**src/rtl/fb_freq_counter_pkg.sv**
```systemverilog
// Shared types and constants for the divided-DCO frequency counter.
package fb_freq_counter_pkg;

  typedef enum logic [1:0] {
    StIdle,
    StSettle,
    StGate
  } state_e;

  localparam logic [1:0] TAP_DIV1 = 2'd0;
  localparam logic [1:0] TAP_DIV2 = 2'd1;
  localparam logic [1:0] TAP_DIV4 = 2'd2;
  localparam logic [1:0] TAP_DIV8 = 2'd3;

endpackage

```
**src/rtl/fb_freq_counter_if.sv**
```systemverilog
// Control and result bundle between the frequency counter and its consumer.
interface fb_freq_counter_if #(
  parameter int unsigned COUNT_W = 16
) ();
  import fb_freq_counter_pkg::*;

  logic [1:0]         sel_i;
  logic               enable_i;
  logic [COUNT_W-1:0] count_o;
  logic               valid_o;
  logic               overflow_o;
  logic               busy_o;

  modport master (
    output sel_i,
    output enable_i,
    input  count_o,
    input  valid_o,
    input  overflow_o,
    input  busy_o
  );

  modport slave (
    input  sel_i,
    input  enable_i,
    output count_o,
    output valid_o,
    output overflow_o,
    output busy_o
  );
endinterface

```
**src/rtl/sync_edge_detect.sv**
```systemverilog
// Multi-flop synchronizer for an asynchronous tap followed by a rising-edge detector.
module sync_edge_detect #(
  parameter int unsigned SYNC_STAGES = 2
) (
  input  logic clk_i,
  input  logic reset_i,
  input  logic clear_i,
  input  logic async_i,
  output logic edge_o
);

  logic [SYNC_STAGES-1:0] sync_q;
  logic                   prev_q;

  always_ff @(posedge clk_i or posedge reset_i) begin
    if (reset_i) begin
      sync_q <= '0;
      prev_q <= 1'b0;
    end else if (clear_i) begin
      sync_q <= '0;
      prev_q <= 1'b0;
    end else begin
      sync_q <= {sync_q[SYNC_STAGES-2:0], async_i};
      prev_q <= sync_q[SYNC_STAGES-1];
    end
  end

  assign edge_o = sync_q[SYNC_STAGES-1] & ~prev_q;

endmodule

```
**src/rtl/fb_freq_counter.sv**
```systemverilog
// Counts rising edges of the selected divider tap over back-to-back gate windows of clk_i.
module fb_freq_counter
  import fb_freq_counter_pkg::*;
#(
  parameter int unsigned GATE_CYCLES = 1024,
  parameter int unsigned COUNT_W     = 16,
  parameter int unsigned SYNC_STAGES = 2
) (
  input  logic              clk_i,
  input  logic              reset_i,
  input  logic [3:0]        taps_i,
  fb_freq_counter_if.slave  bus
);

  localparam int unsigned GateW   = $clog2(GATE_CYCLES);
  localparam int unsigned SettleW = $clog2(SYNC_STAGES + 2);
  localparam logic [GateW-1:0]   GateLast   = GateW'(GATE_CYCLES - 1);
  localparam logic [SettleW-1:0] SettleLast = SettleW'(SYNC_STAGES);
  localparam logic [COUNT_W-1:0] CountMax   = '1;

  state_e             state_q, state_d;
  logic [1:0]         sel_q, sel_d;
  logic [SettleW-1:0] settle_q, settle_d;
  logic [GateW-1:0]   gate_q, gate_d;
  logic [COUNT_W-1:0] acc_q, acc_d, acc_inc;
  logic               sat_q, sat_d, sat_now;
  logic [COUNT_W-1:0] count_q, count_d;
  logic               valid_q, valid_d;
  logic               ovf_q, ovf_d;
  logic               busy_q, busy_d;
  logic               clear;
  logic               tap_rise;

  sync_edge_detect #(
    .SYNC_STAGES(SYNC_STAGES)
  ) u_sync (
    .clk_i  (clk_i),
    .reset_i(reset_i),
    .clear_i(clear),
    .async_i(taps_i[sel_q]),
    .edge_o (tap_rise)
  );

  assign sat_now = tap_rise && (acc_q == CountMax);
  assign acc_inc = (tap_rise && !sat_now) ? acc_q + 1'b1 : acc_q;

  always_comb begin
    state_d  = state_q;
    sel_d    = sel_q;
    settle_d = settle_q;
    gate_d   = gate_q;
    acc_d    = acc_q;
    sat_d    = sat_q;
    count_d  = count_q;
    ovf_d    = ovf_q;
    valid_d  = 1'b0;
    clear    = 1'b0;
    unique case (state_q)
      StIdle: begin
        if (bus.enable_i) begin
          state_d  = StSettle;
          sel_d    = bus.sel_i;
          settle_d = '0;
          clear    = 1'b1;
        end
      end
      StSettle, StGate: begin
        // Deassertion wins over a select change; both discard the partial window.
        if (!bus.enable_i) begin
          state_d = StIdle;
        end else if (bus.sel_i != sel_q) begin
          state_d  = StSettle;
          sel_d    = bus.sel_i;
          settle_d = '0;
          clear    = 1'b1;
        end else if (state_q == StSettle) begin
          settle_d = settle_q + 1'b1;
          if (settle_q == SettleLast) begin
            state_d = StGate;
            gate_d  = '0;
            acc_d   = '0;
            sat_d   = 1'b0;
          end
        end else if (gate_q == GateLast) begin
          count_d = acc_inc;
          ovf_d   = sat_q | sat_now;
          valid_d = 1'b1;
          acc_d   = '0;
          sat_d   = 1'b0;
          gate_d  = '0;
        end else begin
          gate_d = gate_q + 1'b1;
          acc_d  = acc_inc;
          sat_d  = sat_q | sat_now;
        end
      end
      default: state_d = StIdle;
    endcase
    busy_d = (state_d != StIdle);
  end

  always_ff @(posedge clk_i or posedge reset_i) begin
    if (reset_i) begin
      state_q  <= StIdle;
      sel_q    <= '0;
      settle_q <= '0;
      gate_q   <= '0;
      acc_q    <= '0;
      sat_q    <= 1'b0;
      count_q  <= '0;
      valid_q  <= 1'b0;
      ovf_q    <= 1'b0;
      busy_q   <= 1'b0;
    end else begin
      state_q  <= state_d;
      sel_q    <= sel_d;
      settle_q <= settle_d;
      gate_q   <= gate_d;
      acc_q    <= acc_d;
      sat_q    <= sat_d;
      count_q  <= count_d;
      valid_q  <= valid_d;
      ovf_q    <= ovf_d;
      busy_q   <= busy_d;
    end
  end

  assign bus.count_o    = count_q;
  assign bus.valid_o    = valid_q;
  assign bus.overflow_o = ovf_q;
  assign bus.busy_o     = busy_q;

endmodule

```
**src/flat_wrapper.sv**
```systemverilog
// flat-port wrapper written by rule: the top's interface ports become plain ports
module fb_freq_counter_flat import fb_freq_counter_pkg::*;
#(
  parameter int unsigned GATE_CYCLES = 1024,
  parameter int unsigned COUNT_W     = 16,
  parameter int unsigned SYNC_STAGES = 2
)
  (clk_i, reset_i, taps_i, bus_sel_i, bus_enable_i, bus_count_o, bus_valid_o, bus_overflow_o, bus_busy_o);
  fb_freq_counter_if #(.COUNT_W(COUNT_W)) bus_i ();
  input  logic clk_i;
  input  logic reset_i;
  input  logic [3:0] taps_i;
  input wire logic [$bits(bus_i.sel_i)-1:0] bus_sel_i;
  input wire logic [$bits(bus_i.enable_i)-1:0] bus_enable_i;
  output wire logic [$bits(bus_i.count_o)-1:0] bus_count_o;
  output wire logic [$bits(bus_i.valid_o)-1:0] bus_valid_o;
  output wire logic [$bits(bus_i.overflow_o)-1:0] bus_overflow_o;
  output wire logic [$bits(bus_i.busy_o)-1:0] bus_busy_o;
  assign bus_i.sel_i = bus_sel_i;
  assign bus_i.enable_i = bus_enable_i;
  assign bus_count_o = bus_i.count_o;
  assign bus_valid_o = bus_i.valid_o;
  assign bus_overflow_o = bus_i.overflow_o;
  assign bus_busy_o = bus_i.busy_o;
  fb_freq_counter #(.GATE_CYCLES(GATE_CYCLES), .COUNT_W(COUNT_W), .SYNC_STAGES(SYNC_STAGES)) u_core (.clk_i(clk_i), .reset_i(reset_i), .taps_i(taps_i), .bus(bus_i));
endmodule
```
**config.mk**
```make
export PLATFORM = sky130hd
export DESIGN_NAME = fb_freq_counter_flat
export DESIGN_NICKNAME = d
export VERILOG_FILES = /design/src/rtl/fb_freq_counter_pkg.sv /design/src/rtl/fb_freq_counter_if.sv /design/src/rtl/sync_edge_detect.sv /design/src/rtl/fb_freq_counter.sv /design/src/flat_wrapper.sv
export SDC_FILE = /design/constraint.sdc
export NUM_CORES = 1
export LEC_CHECK = 0
export CAP_MARGIN = 20
export CORE_ASPECT_RATIO = 0.75
export CORE_MARGIN = 3
export CORE_UTILIZATION = 30
export DETAILED_ROUTE_END_ITERATION = 10
export GPL_ROUTABILITY_DRIVEN = 1
export HOLD_SLACK_MARGIN = 0.15
export SYNTH_ARGS = -nofsm -noshare
export SYNTH_HDL_FRONTEND = slang
export SYNTH_SLANG_ARGS = --single-unit
```
**constraint.sdc**
```tcl
create_clock -name clk_i -period 3.6 [get_ports clk_i]
set_clock_uncertainty 0.1 [all_clocks]
set_input_delay 0.36 -clock clk_i [delete_from_list [all_inputs] [get_ports clk_i]]
set_output_delay 0.36 -clock clk_i [all_outputs]
set_load 0.05 [all_outputs]
```
**Yosys cells after proc, flatten, opt, wreduce, memory -nomap -nowiden**

Index checks and enable logic that the tools add are counted.

- Register bits: 55
- Input bits: 9
- Output and inout port bits: 19
- Word-level logic and storage cells: 81

- Add/subtract/negate cells: 3
- Order comparisons: 1
- Eq/ne operators: 11
- Mux-type cells: 38
- Bitwise operators: 5
- Reductions and logical operators: 11

Operators with widths:

| kind | count |
|---|---|
| 16-bit two-way mux | 4 |
| 10-bit two-way mux | 3 |
| 2-bit two-way mux | 13 |
| 16-bit by 1-bit adder with 16-bit output, second input constant | 1 |
| 16-bit == test, second input constant | 1 |
| 1-bit two-way mux | 13 |
| 2-bit one-hot mux with 2 select lines | 3 |
| 4-bit AND reduction | 3 |
| 10-bit by 1-bit adder with 10-bit output, second input constant | 1 |
| 10-bit == test, second input constant | 1 |
| 2-bit != test, second input constant | 3 |
| 5-bit AND reduction | 1 |
| 2-bit == test, second input constant | 2 |
| 2-bit nonzero test | 2 |
| 2-bit by 3-bit less-than comparator with 1-bit output, second input constant | 1 |
| 3-bit by 1-bit != test with 1-bit output, second input constant | 1 |
| 1-bit NOT | 3 |
| 2-bit by 1-bit adder with 2-bit output, second input constant | 1 |
| 1-bit binary-select mux with 2-bit select | 1 |
| 2-bit by 1-bit == test with 1-bit output, second input constant | 1 |
| 1-bit logical AND | 2 |
| 2-bit zero test | 1 |
| 2-bit by 1-bit != test with 1-bit output, second input constant | 1 |
| 2-bit != test | 1 |
| other kinds (5) | 5 |

**Longest topological paths before layout**

- Depth in word-level cells: 8
- Depth in mapped cells: 9
- Gate-level depth less buffers: 7

**Hierarchy**

Synthesis repeated with hierarchy kept, for this count alone.

- Cell total of the unflattened synthesis: 307
- Area total of the unflattened synthesis: 3052.9 µm²

Modules (own cells, without submodules):

| module | times used | cells an instance | area each (µm²) | sequential area each (µm²) |
|---|---|---|---|---|
| fb_freq_counter | 1 | 299 | 2946.6 | 1301.2 |
| sync_edge_detect | 1 | 8 | 106.4 | 75.1 |

**Least setup slack after synthesis**

No wires, ideal clock.

- Path kind: reg2reg
- Start: register u_core.state_q[1]
- End: register u_core.count_q[11], in the netlist u_core.bus.count_o[11]
- Library setup time: 0.124 ns
- Arrival time: 1.910 ns
- Data required time: 3.376 ns
- Path slack: 1.466 ns
- Cell stages (with the launch flop): 10
- Path buffers: 2
- Period minus slack after synthesis: 2.134 ns
- Cell sequence: dfrtp_1 inv_1 ha_1 and2_1 nand4b_1 or4_1 buf_2 buf_2 nand2_1 o31ai_2

- Longest elaborated chain between the ends: 3
- Elaborated cells on any way between the ends: 5
- Those cells by class: eq/ne: 2; bitwise: 1; reduce/logical: 2

Ends and longest elaborated chain:

| item | RTL line | source |
|---|---|---|
| from (decl) | fb_freq_counter.sv:21 | `state_e state_q, state_d;` |
| from (signal assigned) | fb_freq_counter.sv:104 | `state_q <= StIdle;` |
| from (signal assigned) | fb_freq_counter.sv:115 | `state_q <= state_d;` |
| 2-bit == test or 2-bit by 1-bit == test with 1-bit output (tied branches) | fb_freq_counter.sv:58, fb_freq_counter.sv:76 |  |
| 2-bit OR reduction or 1-bit NOT (tied branches) | - |  |
| 5-bit AND reduction (no line) * | - |  |
| to (signal assigned) | fb_freq_counter.sv:121 | `count_q <= count_d;` |
| to (decl) | fb_freq_counter.sv:27 | `logic [COUNT_W-1:0] count_q, count_d;` |

Every way passes the cells marked *; elsewhere a longest branch is shown, timed or not.
A chain may end at the register's enable or synchronous reset.

**Worst setup path after layout**

Ends and elaborated chain as after synthesis.

==> results.sh <==
export IMPL_rsz0062_at_grt="no"
export IMPL_antenna_found_initial=0
export IMPL_clock_sinks=55
export IMPL_port_buffers=27
export IMPL_synth_edf_count=0
export IMPL_fin_nets=355
export IMPL_clockRootBuffer="clkbuf_16"
export IMPL_die_w_um=120
export IMPL_synth_ff_type="dfrtp_1"
export IMPL_synth_most_common_cell="dfrtp_1"
export IMPL_worst_slack_ps=844
export IMPL_synth_top_family_by_area="simple AND/OR/NAND/NOR gates"
export IMPL_clk_latency_ps=300
export IMPL_dpl_hpwl_mm=4.76
export IMPL_fp_row_count=30
export IMPL_crit_fanout=20
export IMPL_syn_area_um2=2930
export IMPL_setup_worst_path_class="register to register"
export IMPL_fmax_mhz=363
export IMPL_synth_xor_area_share=0.0359
export IMPL_max_slew_margin_rel=0.519
export IMPL_path_delay_family="simple AND/OR/NAND/NOR gates"
export IMPL_synth_top_area_cell="dfrtp_1"
export IMPL_start_util=0.316
export IMPL_dr_first_iter_drc_count=117
export IMPL_ant_nets=0
export IMPL_core_um2=9270
export IMPL_gp_congestion=0.837
export IMPL_power_density_nw_per_um2=504
export IMPL_syn_instance_count=312
export IMPL_synthArstFlopShare=1.00
export IMPL_irDropWorstVdd_v=0.000287
export IMPL_cp_cell_sequence="inv_1 -> ha_1 -> and2_1 -> nand4b_1 -> or4_1 -> buf_4 -> o31ai_2"
export IMPL_tightest_slew_ps=720
export IMPL_synth_compound_area_frac=0.185
export IMPL_finalSetupViolCount=0
export IMPL_yosys_warnings=0
export IMPL_muxShareOfSynthArea=0.0205
export IMPL_n_antenna_cell=0
export IMPL_via_per_inst=5.08
export IMPL_hold_buffers=0
export IMPL_status="finished, final reports clean"
export IMPL_critPathRequiredTime_ps=3710
export IMPL_cp_arrival_ps=2870
export IMPL_path_buf_inv=2
export IMPL_first_pass_iters=4
export IMPL_totalWireLength_mm=6.69
export IMPL_synth_seq_area_share=0.470
export IMPL_fillers=938
export IMPL_ys_top_cells_by_area="dfrtp_1, o21ai_0, nand2_1, a21oi_1, xnor2_1"
export IMPL_cp_start_kind="register"
export IMPL_end_kind="register"
export IMPL_syn_to_final_growth_pct=19.5
export IMPL_synthTopCellsByCount="dfrtp_1, nand2_1, o21ai_0"
export IMPL_seqCellArea_um2=1380
export IMPL_post_cts_setup_buffers=0
export IMPL_min_path_type="register to register"
export IMPL_die_area_um2=11000
export IMPL_holdWs_ps=356
export IMPL_synth_top_area_frac=0.470
export IMPL_cts_reportedPaths_clkPinSlew_ps=70
export IMPL_finalCritPeriodShare=0.766
export IMPL_cts_tree="yes"
export IMPL_maxSlewViolCount=0
export IMPL_multi_input_area_um2=1440
export IMPL_htree_num_levels=2
export IMPL_grt_max_degree=36
export IMPL_hold_violations=0
export IMPL_cts_resized=0
export IMPL_syn_avg_cell_area_um2=9.39
export IMPL_io_pins=28
export IMPL_drive_above_1_share=0.0676
export IMPL_slowest_stage="or4_1"
export IMPL_slowest_delay_ps=800
export IMPL_die_h_um=91.6
export IMPL_place_ws_ps=694
export IMPL_fin_tns_setup_ps=0
export IMPL_synth_distinct_cells=52
export IMPL_ys_ff_latch=55
export IMPL_grt_pass1_wl_mm=11.7
export IMPL_globalRoute_totalOverflow=0
export IMPL_vias=2377
export IMPL_grt_pass1_vias=2310
export IMPL_cts_buffer_depth=2
export IMPL_p_leak_nw=1.44
export IMPL_grt_use_total=0.132
export IMPL_drc_errors=0
export IMPL_synth_fa_ha_area_frac=0.0299
export IMPL_wire_per_inst_um=14.3
export IMPL_cts_made_buffers=5
export IMPL_syn_nets=328
export IMPL_drv_cap=0
export IMPL_min_period_ps=2760
export IMPL_synthSimpleGateAreaFrac=0.220
## logic make-up after synthesis
family	count (synthesis)
AND/OR/NAND/NOR	120
AO/OA/AOI/OAI	89
flip-flops	55
buffers and inverters	25
XOR/XNOR	12
adder cells (fa/ha/maj)	7
multiplexers	4
## cells in the final DEF (no fill, tap or decap), types with 3 or more instances in the layout
cell | Yosys | final
a31oi_1 | 8 | 8
clkdlybuf4s50_1 | 0 | 27
a22o_1 | 5 | 5
and2_1 | 7 | 7
o21ai_1 | 6 | 6
and3_1 | 5 | 5
nor2_1 | 20 | 20
nand2b_1 | 4 | 4
nand2_1 | 34 | 34
buf_4 | 1 | 4
o21ai_0 | 29 | 29
ha_1 | 7 | 7
or4_1 | 3 | 3
a21o_1 | 3 | 3
xnor2_1 | 11 | 11
and4_1 | 3 | 3
nand3_1 | 9 | 9
a21oi_1 | 22 | 22
nand4_1 | 8 | 8
inv_1 | 14 | 13
dfrtp_1 | 55 | 55
mux2_2 | 3 | 3
nor3_1 | 8 | 8
or3_1 | 7 | 7
clkbuf_16 | 0 | 5
## metrics by stage
stage               total power (W)  instance area (µm²)  instances   util
floorplan                   0.00110                 2930        312      -
global placement            0.00120                 3330        460  0.359
detailed placement          0.00121                 3330        460  0.359
CTS                         0.00179                 3500        468  0.377
global route                0.00189                 3500        468  0.377
finish                      0.00177                 3500        468  0.377
## final cells by class
type / count / share of cell area
Multi-Input combinational cell: 232 / 0.411
Sequential cell: 55 / 0.393
Timing Repair Buffer: 31 / 0.0858
Tap cell: 128 / 0.0458
Clock buffer: 5 / 0.0358
Inverter: 14 / 0.0150
Clock inverter: 3 / 0.0136
## where the power goes
part | leakage [nW] | switching, W | internal [W]
combinational | 0.608 | 0.000232 | 0.000163
clock | 0.0844 | 0.000234 | 0.000332
sequential | 0.744 | 0.0000926 | 0.000711
## per-layer routing
layer / vias up / routed length, µm / global-route usage
li1: 1184 / - / -
met1: 1127 / 3320 / 0.192
met2: 58 / 2920 / 0.193
met3: 8 / 378 / 0.0311
met4: 0 / 63 / 0.0381
met5: - / 0 / 0
## state kept, by name (all words and copies together), names as in the netlist, 2 cells and up
signal,flops
u_core.acc_q,16
u_core.bus.count_o,16
u_core.gate_q,10
u_core.sel_q,2
u_core.settle_q,2
u_core.state_q,2
u_core.u_sync.sync_q,2
## final timing paths
path	from	to	slack (ps)	cells past startpoint
max	u_core.state_q[1]$_DFF_PP0_	u_core.bus.count_o[11]$_DFFE_PP0P_	840	7
min	u_core.u_sync.sync_q[0]$_DFF_PP0_	u_core.u_sync.sync_q[1]$_DFF_PP0_	360	1
max reg2reg	u_core.state_q[1]$_DFF_PP0_	u_core.bus.count_o[11]$_DFFE_PP0P_	840	7
min reg2reg	u_core.u_sync.sync_q[0]$_DFF_PP0_	u_core.u_sync.sync_q[1]$_DFF_PP0_	360	1
max in group asynchronous	reset_i	u_core.state_q[1]$_DFF_PP0_	2220	3
min in group asynchronous	reset_i	u_core.sat_q$_DFFE_PP0P_	410	2
Power figures use the tool's default switching activity.
